**config.mk**
```make
export PLATFORM = sky130hd
export DESIGN_NAME = bin_to_bcd_seq_flat
export DESIGN_NICKNAME = d
export VERILOG_FILES = /design/src/rtl/bin_to_bcd_seq_if.sv /design/src/rtl/bin_to_bcd_seq.sv /design/src/flat_wrapper.sv
export SDC_FILE = /design/constraint.sdc
export NUM_CORES = 1
export LEC_CHECK = 0
export ABC_CLOCK_PERIOD_IN_PS = 3700
export CORE_ASPECT_RATIO = 1.2
export CORE_MARGIN = 1.5
export CORE_UTILIZATION = 40
export DETAILED_ROUTE_END_ITERATION = 7
export GPL_TIMING_DRIVEN = 0
export PLACE_DENSITY = 0.66
export SLEW_MARGIN = 5
export SYNTH_ARGS = -nofsm -noshare
export SYNTH_HDL_FRONTEND = slang
export SYNTH_SLANG_ARGS = --single-unit
```
**constraint.sdc**
```tcl
create_clock -name clk -period 3.7 [get_ports clk]
set_clock_uncertainty 0.1 [all_clocks]
set_input_delay 0.74 -clock clk [delete_from_list [all_inputs] [get_ports clk]]
set_output_delay 0.74 -clock clk [all_outputs]
set_load 0.05 [all_outputs]
```
**src/rtl/bin_to_bcd_seq_if.sv**
```systemverilog
// Start/done handshake and result bus between the binary source, the
// bin_to_bcd_seq converter and the seven-segment display driver.
interface bin_to_bcd_seq_if #(
    parameter int BIN_WIDTH = 14
);
    logic [BIN_WIDTH-1:0] bin_in;
    logic                 start;
    logic                 busy;
    logic                 done;
    logic [15:0]          bcd_register;
    logic                 ovf;

    modport master (
        output bin_in,
        output start,
        input  busy,
        input  done,
        input  bcd_register,
        input  ovf
    );

    modport slave (
        input  bin_in,
        input  start,
        output busy,
        output done,
        output bcd_register,
        output ovf
    );
endinterface

```
**src/rtl/bin_to_bcd_seq.sv**
```systemverilog
// Iterative double-dabble binary-to-4-digit-BCD converter with start/done handshake.
// Optional macro BCD_SAT_EN clamps overflowing results (>9999) to 16'h9999.
module bin_to_bcd_seq #(
    parameter int BIN_WIDTH = 14
) (
    input  logic            clk,
    input  logic            rst,
    bin_to_bcd_seq_if.slave bus
);

    localparam int CNT_W = $clog2(BIN_WIDTH + 1);

    generate
        if (BIN_WIDTH < 4 || BIN_WIDTH > 14) begin : g_bad_width
            $error("bin_to_bcd_seq: BIN_WIDTH must be in 4..14");
        end
    endgenerate

    typedef enum logic [1:0] {
        IDLE   = 2'd0,
        SHIFT  = 2'd1,
        FINISH = 2'd2
    } state_t;

    state_t               state;
    logic [19:0]          scratch;
    logic [BIN_WIDTH-1:0] shreg;
    logic [CNT_W-1:0]     cnt;
    logic                 ovf_pending;

    logic [19:0]          scratch_adj;
    logic [19:0]          scratch_next;
    logic                 unused_carry;

    // Add-3 correction for one BCD digit before it is doubled by the shift.
    function automatic logic [3:0] add3(input logic [3:0] digit);
        return (digit >= 4'd5) ? digit + 4'd3 : digit;
    endfunction

`ifdef BCD_SAT_EN
    function automatic logic [15:0] saturate(input logic [15:0] value, input logic over);
        return over ? 16'h9999 : value;
    endfunction
`endif

    always_comb begin
        scratch_adj = '0;
        for (int d = 0; d < 5; d++) begin
            scratch_adj[d*4 +: 4] = add3(scratch[d*4 +: 4]);
        end
        scratch_next = {scratch_adj[18:0], shreg[BIN_WIDTH-1]};
    end

    // Top bit of the corrected scratch is shifted out and only matters as overflow.
    assign unused_carry = scratch_adj[19];

    always_ff @(posedge clk or posedge rst) begin
        if (rst) begin
            state            <= IDLE;
            scratch          <= '0;
            shreg            <= '0;
            cnt              <= '0;
            ovf_pending      <= 1'b0;
            bus.busy         <= 1'b0;
            bus.done         <= 1'b0;
            bus.bcd_register <= 16'h0000;
            bus.ovf          <= 1'b0;
        end else begin
            bus.done <= 1'b0;
            case (state)
                IDLE: begin
                    if (bus.start) begin
                        shreg       <= bus.bin_in;
                        scratch     <= '0;
                        cnt         <= CNT_W'(BIN_WIDTH);
                        ovf_pending <= (32'(bus.bin_in) > 32'd9999);
                        bus.busy    <= 1'b1;
                        state       <= SHIFT;
                    end
                end
                SHIFT: begin
                    scratch <= scratch_next;
                    shreg   <= {shreg[BIN_WIDTH-2:0], 1'b0};
                    cnt     <= cnt - CNT_W'(1);
                    if (cnt == CNT_W'(1)) begin
                        state <= FINISH;
                    end
                end
                FINISH: begin
`ifdef BCD_SAT_EN
                    bus.bcd_register <= saturate(scratch[15:0], ovf_pending);
`else
                    bus.bcd_register <= scratch[15:0];
`endif
                    bus.ovf  <= ovf_pending;
                    bus.done <= 1'b1;
                    bus.busy <= 1'b0;
                    state    <= IDLE;
                end
                default: begin
                    bus.busy <= 1'b0;
                    state    <= IDLE;
                end
            endcase
        end
    end

endmodule

```
**src/flat_wrapper.sv**
```systemverilog
// flat-port wrapper written by rule: the top's interface ports become plain ports
module bin_to_bcd_seq_flat 
#(
    parameter int BIN_WIDTH = 14
)
  (clk, rst, bus_bin_in, bus_start, bus_busy, bus_done, bus_bcd_register, bus_ovf);
  bin_to_bcd_seq_if #(.BIN_WIDTH(BIN_WIDTH)) bus_i ();
  input  logic clk;
  input  logic rst;
  input wire logic [$bits(bus_i.bin_in)-1:0] bus_bin_in;
  input wire logic [$bits(bus_i.start)-1:0] bus_start;
  output wire logic [$bits(bus_i.busy)-1:0] bus_busy;
  output wire logic [$bits(bus_i.done)-1:0] bus_done;
  output wire logic [$bits(bus_i.bcd_register)-1:0] bus_bcd_register;
  output wire logic [$bits(bus_i.ovf)-1:0] bus_ovf;
  assign bus_i.bin_in = bus_bin_in;
  assign bus_i.start = bus_start;
  assign bus_busy = bus_i.busy;
  assign bus_done = bus_i.done;
  assign bus_bcd_register = bus_i.bcd_register;
  assign bus_ovf = bus_i.ovf;
  bin_to_bcd_seq #(.BIN_WIDTH(BIN_WIDTH)) u_core (.clk(clk), .rst(rst), .bus(bus_i));
endmodule
```
# Yosys cells after proc, flatten, opt, wreduce, memory -nomap -nowiden
# Index checks and enable logic that the tools add are counted.
# Widths: inputs -> output; s select.
# classes
n_shift	0
n_bitwise	1
n_eq_ne	5
n_addsub	6
n_reduce_logical	6
muxes	17
n_mul	0
magnitude_cmp	6
div	0
# ops
op	count
$pmux 20 s2	1
$pmux 14 s2	1
$ge 4x3->1 const B	5
$mux 20	1
$mux 4	5
$add 4x2->4 const B	4
$gt 14x14->1 const B	1
$mux 14	1
$pmux 4 s2	1
$reduce_and 2->1	4
$eq 4x1->1 const B	1
$mux 2	2
$pmux 2 s2	1
$sub 4x1->4 const B	1
$add 3x2->3 const B	1
$mux 3	1
$eq 2x1->1 const B	1
$eq 2x2->1 const B	1
$logic_not 2->1	1
$mux 1	2
$ne 2x1->1 const B	1
$ne 2x2->1 const B	1
$pmux 1 s2	1
$reduce_bool 2->1	1
$not 1->1	1
# totals
ram_bits	0
rom_bits	0
wordCells	50
reg_bits	60
latch_bits	0
n_memories	0
inputBits	17

# Logic depth before layout (Yosys ltp)
# logic_depth
depth_word	3
ltp_mapped	6
ltp_nobuf	6

# Worst setup path before layout
# OpenSTA, ideal clock, no wires.
# synth_path
path_kind	input-to-reg
from	in bus_start
to	reg u_core.shreg[12]
required_ns	3.476
setup_ns	0.124
stages	5
t_arrival_ns	1.423
path_buffers	1
path_slack_ns	2.052
path_cell_list	nor3b_4 > nor2_4 > buf_6 > nand2_1 > nand2_1
# synth_between
elab_chain_cells	2
# synth_lines
item	line	text
start: declaration	flat_wrapper.sv:11	input wire logic [$bits(bus_i.start)-1:0] bus_start;
$ne 2x2->1 (no source line)	-	
$reduce_and 2->1 (no source line)	-	
end signal: assignment	bin_to_bcd_seq.sv:73	shreg <= bus.bin_in;
end signal: assignment	bin_to_bcd_seq.sv:83	shreg <= {shreg[BIN_WIDTH-2:0], 1'b0};
end: declaration	bin_to_bcd_seq.sv:27	logic [BIN_WIDTH-1:0] shreg;
# No other way between the ends.
# A chain may end at the register's enable or synchronous reset.

# Final worst setup path
# layout_path
from	reg u_core.bus.busy
to	out bus_busy
# layout_rtl
item	line	text
start: declaration	bin_to_bcd_seq_if.sv:25	output busy,
start signal: assignment	bin_to_bcd_seq.sv:64	bus.busy <= 1'b0;
start signal: assignment	bin_to_bcd_seq.sv:77	bus.busy <= 1'b1;
start signal: assignment	bin_to_bcd_seq.sv:97	bus.busy <= 1'b0;
end: declaration	flat_wrapper.sv:12	output wire logic [$bits(bus_i.busy)-1:0] bus_busy;
# No word-level cell between the ends.

==> results.md <==
- Clk Latency, worst-skew pair: ~0.30 ns
- Cts bufs inserted: 5
- First DRT Iteration DRCs: 78
- Static leakage: around 1.4 nW
- Post-route design area: ~3200 um2
- Busiest grt layer: met2
- Post-cts sizing count: 0
- Gr ovfl total: 0
- Die height: around 90 um
- Sequential share of power: 0.391
- CTS Buffer Depth: 2
- CP max stage cell: clkdlybuf4s50_1
- Initial cell density of the core: 0.421
- CTS tree: yes
- Net Count, Synth: 264
- HPWL Detailed: 3540 um
- Global routing usage on met2: 0.264
- Sw Ratio: 0.394
- Area Growth Syn to Fin: 23.2%
- Worst setup SP type: flop
- Delay-heaviest family, CP: buffers and inverters
- PnR worst setup slack: around 1.4 ns
- Worst slew margin: 0.659
- Crit path kind: flop to output port
- Vias per inst: around 5.2
- Post-route ant nets: 0
- Status: finished, final reports clean
- Clock slew at reported path FFs: about 0.10 ns
- Top cells by area, synth: dfrtp_1 (54%), mux2_2 (9.1%), nand2_1 (5.2%)
- Synth top area share: 0.540
- M3 GR Usage: 0.0302
- Setup Buffers After CTS: 0
- Antenna cells: 0
- Synth Cell Area: approximately 2600 um2
- Row cnt: 31
- P_sw: about 1.0 mW
- Power Density: between 800 and 900 nW/um2
- TritonRoute pass-1 iters: 7
- Hold Vio Cnt, Final: 0
- Boundary Pins: 36
- Core area: 6170 um2
- Root Buffer: clkbuf_8
- Total GRT Usage: 0.152
- Yosys warns: 0
- Maximum clock frequency: about 430 MHz
- # nets final: approximately 310
- P_int: 1.59 mW
- Routed vias: between 1500 and 2000
- Final setup fails: 0
- Worst setup EP type: output port
- Seq/Total Area, Yosys: 0.540
- Critical Path RT: about 2.9 ns
- Met1 usage: 0.190
- Share of layout cells above drive strength 1: 0.150
- Initial antenna violation count: 0
- Vias in the first global route: 1862
- Peak supply drop: around 0.34 mV
- Drt total wl: just under 5000 um
- RSZ-0062 raised after global routing: false
- Critical path arrival: around 1.5 ns
- Die area: 6980 um2
- Max Slew Vio Count: 0
- Fin Setup TNS: 0 ns
- Routed WL per cell: ~14 um
- Comb pwr share: 0.433
- CP max FO: 2
- Die W: approximately 77 um
- # port buffers: 35
- Fillcell total: about 550
- Worst-margin pin slew: just over 0.5 ns
- Pre-CTS setup slack: between 1 and 1.5 ns
- Synthesized instance count: roughly 240
- Period Utilization, post-route: 0.634
- Crit path cell chain: clkdlybuf4s50_1
- Clk sinks: 56
- Worst hold path class: flop to flop
- Area of the multi-input gates: 1090 um2
- First-pass GRT wire length: ~8500 um
- Post-synth cell types: 31
- Hold slack: just under 0.4 ns
- Post-CTS Hold Buffers: 0
- Max cap viols: 0
- Synth area leader: dfrtp_1
- DP Area: between 3000 and 4000 um2
- Final GP Congestion: between 0.8 and 0.9
- DRC viols: 0
- Fin crit period: 2.34 ns
- CTS HTree Levels: 2
- Crit path buf inv count: 1
- Post-layout util: 0.518
- Mapped Avg Cell Area: 10.9 um2
- Pin count of the biggest net entering global routing: 36
- Clk pwr share: 0.176
- Synth Register Bits: 56
- Flip-flop and latch area: 1400 um2
- CP peak stage delay: approximately 0.82 ns
[placed cells by master, fill, tap and decap left out]
master,netlist,final
buf_2,5,5
inv_2,1,2
buf_4,1,1
xnor2_1,4,4
nand3_1,13,13
nor4_1,1,1
a21oi_1,7,7
nand2b_1,4,4
buf_12,0,1
clkdlybuf4s50_1,0,35
o311ai_0,1,1
buf_6,2,2
clkbuf_8,0,5
and3_1,2,2
and2b_1,1,1
dfrtp_1,56,56
nor2_1,2,2
nor3b_4,1,1
o21ai_0,19,19
nor3_1,2,2
a31oi_1,7,7
a22oi_1,13,13
clkbuf_1,1,1
o31ai_1,3,3
bufinv_16,0,2
a21o_1,1,1
nor3b_1,5,5
ha_1,10,10
mux2_2,21,21
inv_1,12,11
a211oi_1,1,1
nor2_4,2,2
xor2_1,2,2
nor2b_1,1,1
nand2_1,36,36
[path summary, 6_finish.rpt]
check | start | to | slack, ns | cells after the start
setup / recovery | u_core.bus.busy | bus_busy | 1.36 | 1
hold / removal | u_core.shreg[4] | u_core.shreg[4] | 0.39 | 2
setup reg to reg | u_core.scratch[8] | u_core.scratch[10] | 1.86 | 6
hold reg to reg | u_core.shreg[4] | u_core.shreg[4] | 0.39 | 2
max in group asynchronous | rst | u_core.scratch[6] | 2.29 | 3
min in group asynchronous | rst | u_core.shreg[8] | 0.66 | 2
[area by class of cell]
type	count	share of cell area
Buffer	9	0.0184
Clock buffer	5	0.0215
Clock inverter	2	0.0188
Inverter	13	0.0153
Multi-Input combinational cell	159	0.340
Sequential cell	56	0.438
Tap cell	82	0.0321
Timing Repair Buffer	36	0.116
[state kept, by name (all words and copies together), names as in the netlist]
register	flops
u_core.bus.busy	1
u_core.scratch	16
u_core.state	2
u_core.bus.bcd_register	16
u_core.bus.done	1
u_core.shreg	14
u_core.bus.ovf	1
u_core.ovf_pending	1
u_core.cnt	4
[synth_stat cells]
cell type   n
nand2b_1    4
a21oi_1     7
mux2_2     21
o31ai_1     3
a22oi_1    13
nand3_1    13
o21ai_0    19
buf_2       5
ha_1       10
dfrtp_1    56
inv_2       1
inv_1      12
nor3b_4     1
a211oi_1    1
a31oi_1     7
xor2_1      2
nor4_1      1
nor3_1      2
nand2_1    36
and3_1      2
nor2_4      2
clkbuf_1    1
nor3b_1     5
nor2b_1     1
o311ai_0    1
a21o_1      1
and2b_1     1
nor2_1      2
buf_4       1
buf_6       2
xnor2_1     4
[power by group through the flow]
stage               registers [mW]  logic (mW)  clock network, mW
floorplan                     1.18       0.677                  0
global placement              1.03        1.12                  0
detailed placement            1.04        1.15                  0
CTS                           1.03        1.15              0.473
global route                  1.06        1.28              0.496
finish                        1.03        1.14              0.463
[per-stage QoR]
stage          cells  power, mW
6_report         362       2.63
5_1_grt          362       2.83
4_1_cts          362       2.65
3_5_place_dp     355       2.19
3_3_place_gp     354       2.15
2_1_floorplan    237       1.86
[routing by layer]
metal  part of all wire  vias up
li1                   -      909
met1               0.46      925
met2               0.50       37
met3              0.030        6
met4             0.0094        0
met5                  0        -
[cell families (layout without fill, tap and decap cells)]
family | Yosys count | in the layout | synth area share
flops | 56 | 56 | 0.540
mux | 21 | 21 | 0.0911
compound gates | 52 | 52 | 0.122
xor+xnor | 6 | 6 | 0.0203
fa+ha+maj | 10 | 10 | 0.0482
buf+inv | 22 | 65 | 0.0415
simple gates | 70 | 70 | 0.136
Note: power is estimated with default switching activity, not from simulation.
==> edit 1: new RTL, same flow settings <==
Reset style: synchronous (`rst`), changed in one clocked block.
--- a/src/rtl/bin_to_bcd_seq.sv
+++ b/src/rtl/bin_to_bcd_seq.sv
@@ -55,5 +55,5 @@
     assign unused_carry = scratch_adj[19];
 
-    always_ff @(posedge clk or posedge rst) begin
+    always_ff @(posedge clk) begin
         if (rst) begin
             state            <= IDLE;
Function: differs if rst is asserted again (counterexample within 4 cycles, from zero or initial values and one cycle with rst high); with rst held inactive, the same outputs for 10 cycles.
==> edit 1 against the unedited design <==
Setup slack better by 48 ps; non-clock buffer count is 7 higher; area after synthesis is 2.7% lower; cell count is 15% higher; sequential cell count stayed put; global-route usage is 1.7 points higher; wire length is 4.3% higher; final area is 3.2% lower; first-iteration DRC count is 6.4% higher; count of clock-buffer cells in the layout is 2 higher; critical path type unchanged.
Power is not compared: it rests on default switching activity, and its combinational part moved more than twofold at a synthesized area within 25%.
==> edit 1: results (changes against the unedited design) <==
[yosys]
synth_cell_type_count=35  ; was 31
muxShareOfSynthArea_pct=1.585  ; was 9.113%
postSynthNetCount=320  ; was 264
async_reset_ff_share_pct=0  ; was 100.0%
synth_xor_area_share_pct=2.427  ; was 2.025%
synth_area_per_cell_sq_um=8.622  ; was 10.95 sq um
synth.top_cells.by_area=dfxtp_1, nand2_1, a21oi_1  ; was dfrtp_1, mux2_2, nand2_1
ys.flop_type=dfxtp_1  ; was dfrtp_1
synth.cells.most_frequent=nand2_1, dfxtp_1, a21oi_1, nor2_1, a22o_1  ; was dfrtp_1, nand2_1, mux2_2, o21ai_0
synthAdderAreaFrac_pct=4.953  ; was 4.822%

[timing]
setup_ws_ps=1403  ; was 1356 ps
tightestPinTransition_ps=590.3  ; was 511.7 ps
fin_crit_ps=2297  ; was 2344 ps

[placed_design]
gp_congestion=0.7966  ; was 0.8191
dpl.hpwl_microns=3766  ; was 3538 microns
port_buffers=34  ; was 35
preCtsSetupSlack_ps=1400  ; was 1229 ps
place_area_sq_um=2969  ; was 3068 sq um

[final_layout]
final_nets=361  ; was 307

[global_routing]
grt_pass1_wl_microns=9135  ; was 8521 microns
grt_usage_pct=16.89  ; was 15.15%
gr-usage-met2_pct=29.17  ; was 26.41%
grtUsageMet3_pct=3.363  ; was 3.015%
globalRouteMet1Util_pct=20.99  ; was 18.99%
grt_pass1_vias=1998  ; was 1862

[drt]
firstDrtPassIters=4  ; was 7
wl_per_cell_microns=12.22  ; was 13.50 microns
drt_iter0_drc=83  ; was 78
route.met3.wl_microns=188  ; was 149 microns
wl_met1_microns=2296  ; was 2231 microns

[power]
power_w=0.001205

[run_status]
outcome=completed  ; unchanged

-- edit 1: cell count changes after synthesis, sizes merged, moves of 6 or more --
cell / delta
dfrtp: -56
dfxtp: +56
nor2: +26
nand2: +24
a21oi: +22
mux2: -21
a311oi: +13
a22oi: -12
a22o: +11
o21ai: -8
a31oi: -7
nand3: -6
-- edit 1: worst paths after layout --
kind	start	endpoint	slack (ps)	cells after the start
max	u_core.bus.bcd_register[11]	bus_bcd_register[11]	1400	1
min	u_core.bus.bcd_register[5]	u_core.bus.bcd_register[5]	360	2
max reg2reg	u_core.scratch[1]	u_core.scratch[2]	2050	6
min reg2reg	u_core.bus.bcd_register[5]	u_core.bus.bcd_register[5]	360	2
-- edit 1: final cells by class --
cell class / instances / area [sq um]
Multi-Input combinational cell: 208 / 1249
Fill cell: 636 / 2955
Inverter: 11 / 41.29
Sequential cell: 56 / 1121
Tap cell: 82 / 102.6
Timing Repair Buffer: 34 / 340.3
Clock inverter: 1 / 30.03
Clock buffer: 7 / 96.34
Buffer: 18 / 115.1
==> edit 2: new RTL, config.mk and constraints unchanged <==
Without the edit above. `BIN_WIDTH` is set to 14 in 3 places; all go to 7.
--- a/src/rtl/bin_to_bcd_seq_if.sv
+++ b/src/rtl/bin_to_bcd_seq_if.sv
@@ -2,5 +2,5 @@
 // bin_to_bcd_seq converter and the seven-segment display driver.
 interface bin_to_bcd_seq_if #(
-    parameter int BIN_WIDTH = 14
+    parameter int BIN_WIDTH = 7
 );
     logic [BIN_WIDTH-1:0] bin_in;
--- a/src/rtl/bin_to_bcd_seq.sv
+++ b/src/rtl/bin_to_bcd_seq.sv
@@ -2,5 +2,5 @@
 // Optional macro BCD_SAT_EN clamps overflowing results (>9999) to 16'h9999.
 module bin_to_bcd_seq #(
-    parameter int BIN_WIDTH = 14
+    parameter int BIN_WIDTH = 7
 ) (
     input  logic            clk,
--- a/src/flat_wrapper.sv
+++ b/src/flat_wrapper.sv
@@ -2,5 +2,5 @@
 module bin_to_bcd_seq_flat 
 #(
-    parameter int BIN_WIDTH = 14
+    parameter int BIN_WIDTH = 7
 )
   (clk, rst, bus_bin_in, bus_start, bus_busy, bus_done, bus_bcd_register, bus_ovf);
Interface: changed (resized bus_bin_in); port bits go from 36 to 29. The function was not compared with the original's and may differ.
==> edit 2 against the unedited design <==
Via count decreased by 23%; total power fell by 12%; area after synthesis down 16%; die area down 15%; maximum frequency rose by 1.8%; final area shrank 17%; setup slack improved by 41 ps; wire length shrank 20%; synthesized cell count shrank 24%; sequential cell count is 10 lower; critical path type unchanged; critical endpoint is now bus_bcd_register[12]; largest power group unchanged.
==> edit 2: results (changes against the unedited design) <==
[global_routing]
grt_pass1_wl_microns=6796  ; was 8521 microns
grt_pass1_vias=1406  ; was 1862
grt_start_max_net_pins=35  ; was 36
antenna_found_initial=0  ; unchanged
grt_usage_pct=14.70  ; was 15.15%

[placed_design]
port_buffers=27  ; was 35
gp_congestion=0.7564  ; was 0.8191
place_area_sq_um=2555  ; was 3068 sq um
dpl.hpwl_microns=2846  ; was 3538 microns

[drt]
drt_iter0_drc=73  ; was 78
vias=1454  ; was 1877
firstDrtPassIters=4  ; was 7
wl_per_cell_microns=14.10  ; was 13.50 microns

[min_path]
hold_path.class=reg2reg  ; unchanged

[power]
vdd_drop_max_uv=333.5  ; was 340.7 uV
leakage_nw=1.265  ; was 1.443 nW

[yosys]
postSynthNetCount=200  ; was 264
synth_cell_type_count=37  ; was 31
yosysSeqAreaShare_pct=52.63  ; was 54.00%
synth.cells.most_frequent=dfrtp_1, inv_1, o21ai_0, ha_1  ; was dfrtp_1, nand2_1, mux2_2, o21ai_0
synth.top_cells.by_area=dfrtp_1, ha_1, mux2_1  ; was dfrtp_1, mux2_2, nand2_1
ys.flop_type=dfrtp_1  ; unchanged

[timing]
tightestPinTransition_ps=496.5  ; was 511.7 ps

[setup_path]
slowest_stage=clkdlybuf4s50_1  ; unchanged
cp_slowest_stage_delay_ps=800  ; was 820 ps
path_max_fanout=2  ; unchanged
arrival_ps=1460  ; was 1500 ps

[final_layout]
final_nets=235  ; was 307
reg.largest.list=u_core.bus.bcd_register: 16 flops, u_core.scratch: 16 flops, u_core.shreg: 7 flops  ; was u_core.bus.bcd_register: 16 flops, u_core.scratch: 16 flops, u_core.shreg: 14 flops
drive_gt1_share_pct=15.74  ; was 15.00%

[clock_tree]
cts_max_level=2  ; unchanged
cts_inserted_buffers=5  ; unchanged
post-cts-setup-buffer-count=0  ; unchanged
clk_latency_ps=300  ; about the same
cts_root_buf=clkbuf_8  ; unchanged

[run_status]
outcome=completed  ; unchanged

-- edit 2: power by group --
group	leakage, nW	internal, W	switching (W)
logic	0.617	0.000471	0.000636
clock network	0.0514	0.000202	0.000172
registers	0.597	0.000693	0.000136
total	1.27	0.00136	0.000944
-- edit 2: through the flow --
| step | worst slack [ps] | util, % | cells | hold WS (ps) |
|---|---|---|---|---|
| CTS | 1380 | 50.31 | 278 | 394.1 |
| floorplan | 1772 | - | 180 | 349.7 |
| detailed placement | 1420 | 48.23 | 270 | 374.0 |
| global route | 1330 | 50.31 | 278 | 410.3 |
| finish | 1397 | 50.31 | 278 | 391.2 |
| global placement | 813.3 | 47.85 | 269 | 367.0 |
-- edit 2: metal layers --
metal	wire length, microns	up-vias	track usage [%]
met5	0	-	0
met4	74	0	6.294
met3	104	6	3.623
met2	1964	23	24.01
met1	1776	711	18.37
li1	-	714	-
-- edit 2: logic make-up (layout without fill, tap and decap cells) --
group                      count (synthesis)  count (layout)  synth area share, %
adders and majority gates                 10              10                5.721
muxes                                     20              20                10.07
and+or+nand+nor                           28              28                8.410
AOI/OAI and AO/OA                         47              47                14.59
other                                      1               1               0.1715
DFF                                       46              46                52.63
xor gates and xnor gates                   6               6                2.403
buffers and inverters                     22              58                6.007
-- edit 2: worst paths after layout --
| kind | slack [ps] | cells past startpoint | end | start |
|---|---|---|---|---|
| hold / removal | 390 | 1 | u_core.bus.bcd_register[5] | u_core.bus.bcd_register[5] |
| min in group asynchronous | 590 | 2 | u_core.shreg[3] | rst |
| setup / recovery | 1400 | 1 | bus_bcd_register[12] | u_core.bus.bcd_register[12] |
| max in group asynchronous | 2430 | 3 | u_core.state[1] | rst |
| setup reg to reg | 2110 | 6 | u_core.scratch[14] | u_core.scratch[12] |
| hold reg to reg | 390 | 1 | u_core.bus.bcd_register[5] | u_core.bus.bcd_register[5] |
-- edit 2: layout make-up --
class	instances	area [sq um]
fill	472	2633
buffer	9	77.57
multi-input combinational	112	904.6
clock buffer	6	72.57
sequential	46	1151
inverter	13	53.80
clock inverter	2	37.54
timing repair buffer	28	290.3
tap	62	77.57
